[src/rtl/regs_dump_reader.sv]
// regs_dump_reader
// Walks the register file debug read port from FIRST_REG to LAST_REG and
// streams {addr, data} beats over a valid/ready interface. It is read-only
// with respect to the register file. All outputs come straight from flops.

module regs_dump_reader #(
    parameter int FIRST_REG = 0,
    parameter int LAST_REG  = 31,
    parameter int DATA_W    = 32,
    parameter int ADDR_W    = 5
) (
    input  logic              clk,
    input  logic              rst,
    input  logic              start,
    input  logic              abort,
    output logic [ADDR_W-1:0] dbg_raddr,
    input  logic [DATA_W-1:0] dbg_rdata,
    output logic              out_valid,
    input  logic              out_ready,
    output logic [ADDR_W-1:0] out_addr,
    output logic [DATA_W-1:0] out_data,
    output logic              busy,
    output logic              done
);

    localparam logic [ADDR_W-1:0] FIRST_A = ADDR_W'(FIRST_REG);
    localparam logic [ADDR_W-1:0] LAST_A  = ADDR_W'(LAST_REG);

    typedef enum logic [1:0] {
        IDLE = 2'd0,
        READ = 2'd1,
        SEND = 2'd2,
        DONE = 2'd3
    } state_t;

    state_t            state;
    state_t            state_next;
    logic [ADDR_W-1:0] cur;
    logic [ADDR_W-1:0] cur_next;
    logic [ADDR_W-1:0] raddr_next;
    logic [ADDR_W-1:0] addr_next;
    logic [DATA_W-1:0] data_next;
    logic              valid_next;
    logic              busy_next;
    logic              done_next;

    // Next-state and next-output logic; every register holds by default and
    // abort overrides whatever the current state decided.
    always_comb begin
        state_next = state;
        cur_next   = cur;
        raddr_next = dbg_raddr;
        addr_next  = out_addr;
        data_next  = out_data;
        valid_next = out_valid;
        done_next  = 1'b0;

        case (state)
            IDLE: begin
                if (start) begin
                    cur_next   = FIRST_A;
                    raddr_next = FIRST_A;
                    state_next = READ;
                end
            end
            READ: begin
                data_next  = dbg_rdata;
                addr_next  = cur;
                valid_next = 1'b1;
                state_next = SEND;
            end
            SEND: begin
                if (out_ready) begin
                    valid_next = 1'b0;
                    if (cur < LAST_A) begin
                        cur_next   = cur + 1'b1;
                        raddr_next = cur + 1'b1;
                        state_next = READ;
                    end else begin
                        done_next  = 1'b1;
                        state_next = DONE;
                    end
                end
            end
            DONE: begin
                state_next = IDLE;
            end
            default: begin
                state_next = IDLE;
            end
        endcase

        if (abort) begin
            state_next = IDLE;
            cur_next   = cur;
            raddr_next = dbg_raddr;
            addr_next  = out_addr;
            data_next  = out_data;
            valid_next = 1'b0;
            done_next  = 1'b0;
        end

        busy_next = (state_next != IDLE);
    end

    // State and registered outputs; reset drops everything to zero at once.
    always_ff @(posedge clk or posedge rst) begin
        if (rst) begin
            state     <= IDLE;
            cur       <= '0;
            dbg_raddr <= '0;
            out_addr  <= '0;
            out_data  <= '0;
            out_valid <= 1'b0;
            busy      <= 1'b0;
            done      <= 1'b0;
        end else begin
            state     <= state_next;
            cur       <= cur_next;
            dbg_raddr <= raddr_next;
            out_addr  <= addr_next;
            out_data  <= data_next;
            out_valid <= valid_next;
            busy      <= busy_next;
            done      <= done_next;
        end
    end

endmodule
[config.mk]
export PLATFORM = sky130hd
export DESIGN_NAME = regs_dump_reader
export DESIGN_NICKNAME = d
export VERILOG_FILES = /design/src/rtl/regs_dump_reader.sv
export SDC_FILE = /design/constraint.sdc
export NUM_CORES = 1
export LEC_CHECK = 0
export BUFFER_PORTS_ARGS = -buffer_cell sky130_fd_sc_hd__buf_2
export CORE_MARGIN = 5
export CORE_UTILIZATION = 33
export CTS_BUF_LIST = sky130_fd_sc_hd__clkbuf_4 sky130_fd_sc_hd__clkbuf_8
export CTS_CLUSTER_DIAMETER = 30
export DETAILED_ROUTE_END_ITERATION = 8
export PLACE_DENSITY = 0.62
export SLEW_MARGIN = 20
export SYNTH_ARGS = -nofsm -noshare
export SYNTH_HDL_FRONTEND = slang
export SYNTH_SLANG_ARGS = --single-unit
[constraint.sdc]
create_clock -name clk -period 2.3 [get_ports clk]
set_clock_uncertainty 0.2 [all_clocks]
set_input_delay 0.115 -clock clk [delete_from_list [all_inputs] [get_ports clk]]
set_output_delay 0.115 -clock clk [all_outputs]
set_load 0.03 [all_outputs]
==> metrics <==
synth warn 0; Resize count post-CTS 0; FF-to-FF End cur[4]; clock latency on the worst-skew pair 290 ps; number of CTS-inserted buffers 5; CP max-delay cell or4_1; Slew @ Worst Pin 569.1 ps; Initial Utilization 33.88%; cells on worst reg2reg path 4; largest net degree at the start of global routing 48; Synth Cell Area 1854 um2; cell count after synthesis 129; peak supply drop 0.3788 mV; hpwl dp 2926 um; post-detailed-route count of antenna-violating nets 0; status finished clean; commonest non-fill, non-tap cell in the layout buf_2; MaxCap Viol Count 0; Startpoint Class flip-flop; post-synthesis sequential area ratio 63.43%; Routed wire per std cell 13.74 um; clk root buf clkbuf_8; CTS clk-pin slew, worst paths 80 ps; Final #Nets 290; drt first pass iters 4; fmax 0.5017 GHz; global-route wire length before repair 7445 um; Final Hold Viols 0; Core Area 5473 um2; crit path time final 1993 ps; hold_buf cts 36; share of layout cells above drive strength 1 52.38%; Power Dens Cells 870.7 nW/um2; syn avg cell area 14.37 um2; DRT Wirelength 4453 um; critical path class reg -> reg; # diodes 0; initial DRC count 28; H-tree Lvls 2; Arrival @ worst endpoint 2010 ps; vias 1,452; CP required 2320 ps; GPL Wtd Cong 0.8024; Setup Slack @ Placement 338.0 ps; initial antenna violation count 0; die area 7218 um2; CP endpoint kind flip-flop; critical path peak fanout 11; synthesis-to-layout area growth 51.42%; Post-Syn Nets 167; num ports 82; number of global-route vias before repair 1,515; final setup TNS 0 ps; Slew HR 61.52%; Final WS setup 306.9 ps; Hold WC Path Type in -> reg; CP Buf/Inv Count 0; most frequent cells in the layout 81 x buf_2, 47 x dfrtp_1, 37 x mux2_2; distinct cell type count after synthesis 22; slowest stage delay, CP 530 ps; CP Depth 4; cells along the critical path nand2b_1 > a211o_1 > or4_1 > a21oi_1; register bit count reported by yosys 47; Die Span Y 84.96 um; final cycle utilization of the critical path 86.66%; PortBufs 81; delay-heaviest family, CP simple AND/OR/NAND/NOR gates; total power 0.002445 W; number of fill cells 483; buffer count from post-CTS setup fixing 0; deepest clock path buffer count 2; Crit. Startpoint state[1]; CP endpoint cur[4]; reg2reg setup slack 310 ps; total global routing overflow 0; Final setup viols 0; total global-route track usage 12.83%; Die Wd 84.96 um; RR Startpoint state[1]; RSZ-0062 raised after global routing false; total clock sinks 47; vias per cell 4.481; DRC violations left 0; LEAKAGE 1.369 nW; Fin Hold WS 60.18 ps; fin. max-slew vios 0; CTS tree built; Core Rows 27; Finished Core Util 51.30%
-- stage by stage --
step | instances | instance area (um2)
6_report | 324 | 2808
5_1_grt | 324 | 2808
4_1_cts | 324 | 2808
3_5_place_dp | 281 | 2360
3_3_place_gp | 281 | 2360
2_1_floorplan | 129 | 1854
-- registers in the layout, indices dropped and copies added, names as in the netlist --
signal	cells
busy	1
cur	5
done	1
out_addr	5
out_data	32
out_valid	1
state	2
-- where the power goes --
| group | internal (W) | total, W | switching (W) |
|---|---|---|---|
| clock network | 0.000236 | 0.000489 | 0.000253 |
| registers | 0.00100 | 0.00109 | 0.0000869 |
| logic | 0.000325 | 0.000866 | 0.000541 |
-- worst reg2reg max path: stages (launching register included) --
cell      delay [ps]
dfrtp_1          470
nand2b_1         190
a211o_1          380
or4_1            530
a21oi_1          150
-- cell type report --
class                      count  area, um2  area share (%)
inverter                       4      15.01          0.5348
tap                           72      90.09           3.209
clock buffer                   6      82.58           2.941
timing repair buffer         121      795.8           28.34
multi-input combinational     73      643.1           22.91
sequential                    47       1176           41.89
clock inverter                 1      5.005          0.1783
-- Yosys cell counts --
library cell | instances | share of area, %
and2b_1 | 1 | 0.41
or4_1 | 1 | 0.41
buf_2 | 5 | 1.3
o21ai_0 | 3 | 0.81
ha_1 | 1 | 0.67
mux2_2 | 37 | 22
nand2b_1 | 1 | 0.34
nor2_1 | 3 | 0.61
nand2_1 | 2 | 0.41
dfrtp_1 | 47 | 63
a21oi_1 | 5 | 1.3
nand2_2 | 1 | 0.34
nor3b_1 | 2 | 0.81
a211oi_1 | 1 | 0.41
nor4b_1 | 1 | 0.47
nand3b_1 | 1 | 0.41
nor3_1 | 3 | 0.81
inv_1 | 4 | 0.81
o31ai_1 | 5 | 2.0
or3_1 | 2 | 0.67
nand3_1 | 2 | 0.54
a211o_1 | 1 | 0.47
-- cell families after synthesis --
logic type      count (synthesis)  share of synthesized area (%)
compound gates                 15                          5.061
fa+ha+maj                       1                         0.6747
buf+inv                         9                          2.159
flops                          47                          63.43
mux                            37                          22.47
simple gates                   20                          6.208
-- layer usage --
layer	GRT usage (%)	share of wire, %
met1	15.22	44
met2	21.54	48
met3	3.883	6.3
met4	5.324	2.6
met5	0	0
-- worst min path at each step --
stage                      from  slack (ps)  depth (start not counted)     endpoint
after floorplan           abort         -20                          1     state[1]
after global placement      rst         110                          3  out_data[1]
after detailed placement    rst         100                          3  out_data[1]
after CTS                 start          50                          3       cur[2]
after global routing      start          70                          3       cur[4]
final                     start          60                          3       cur[2]
(Power assumes the default switching activity.)
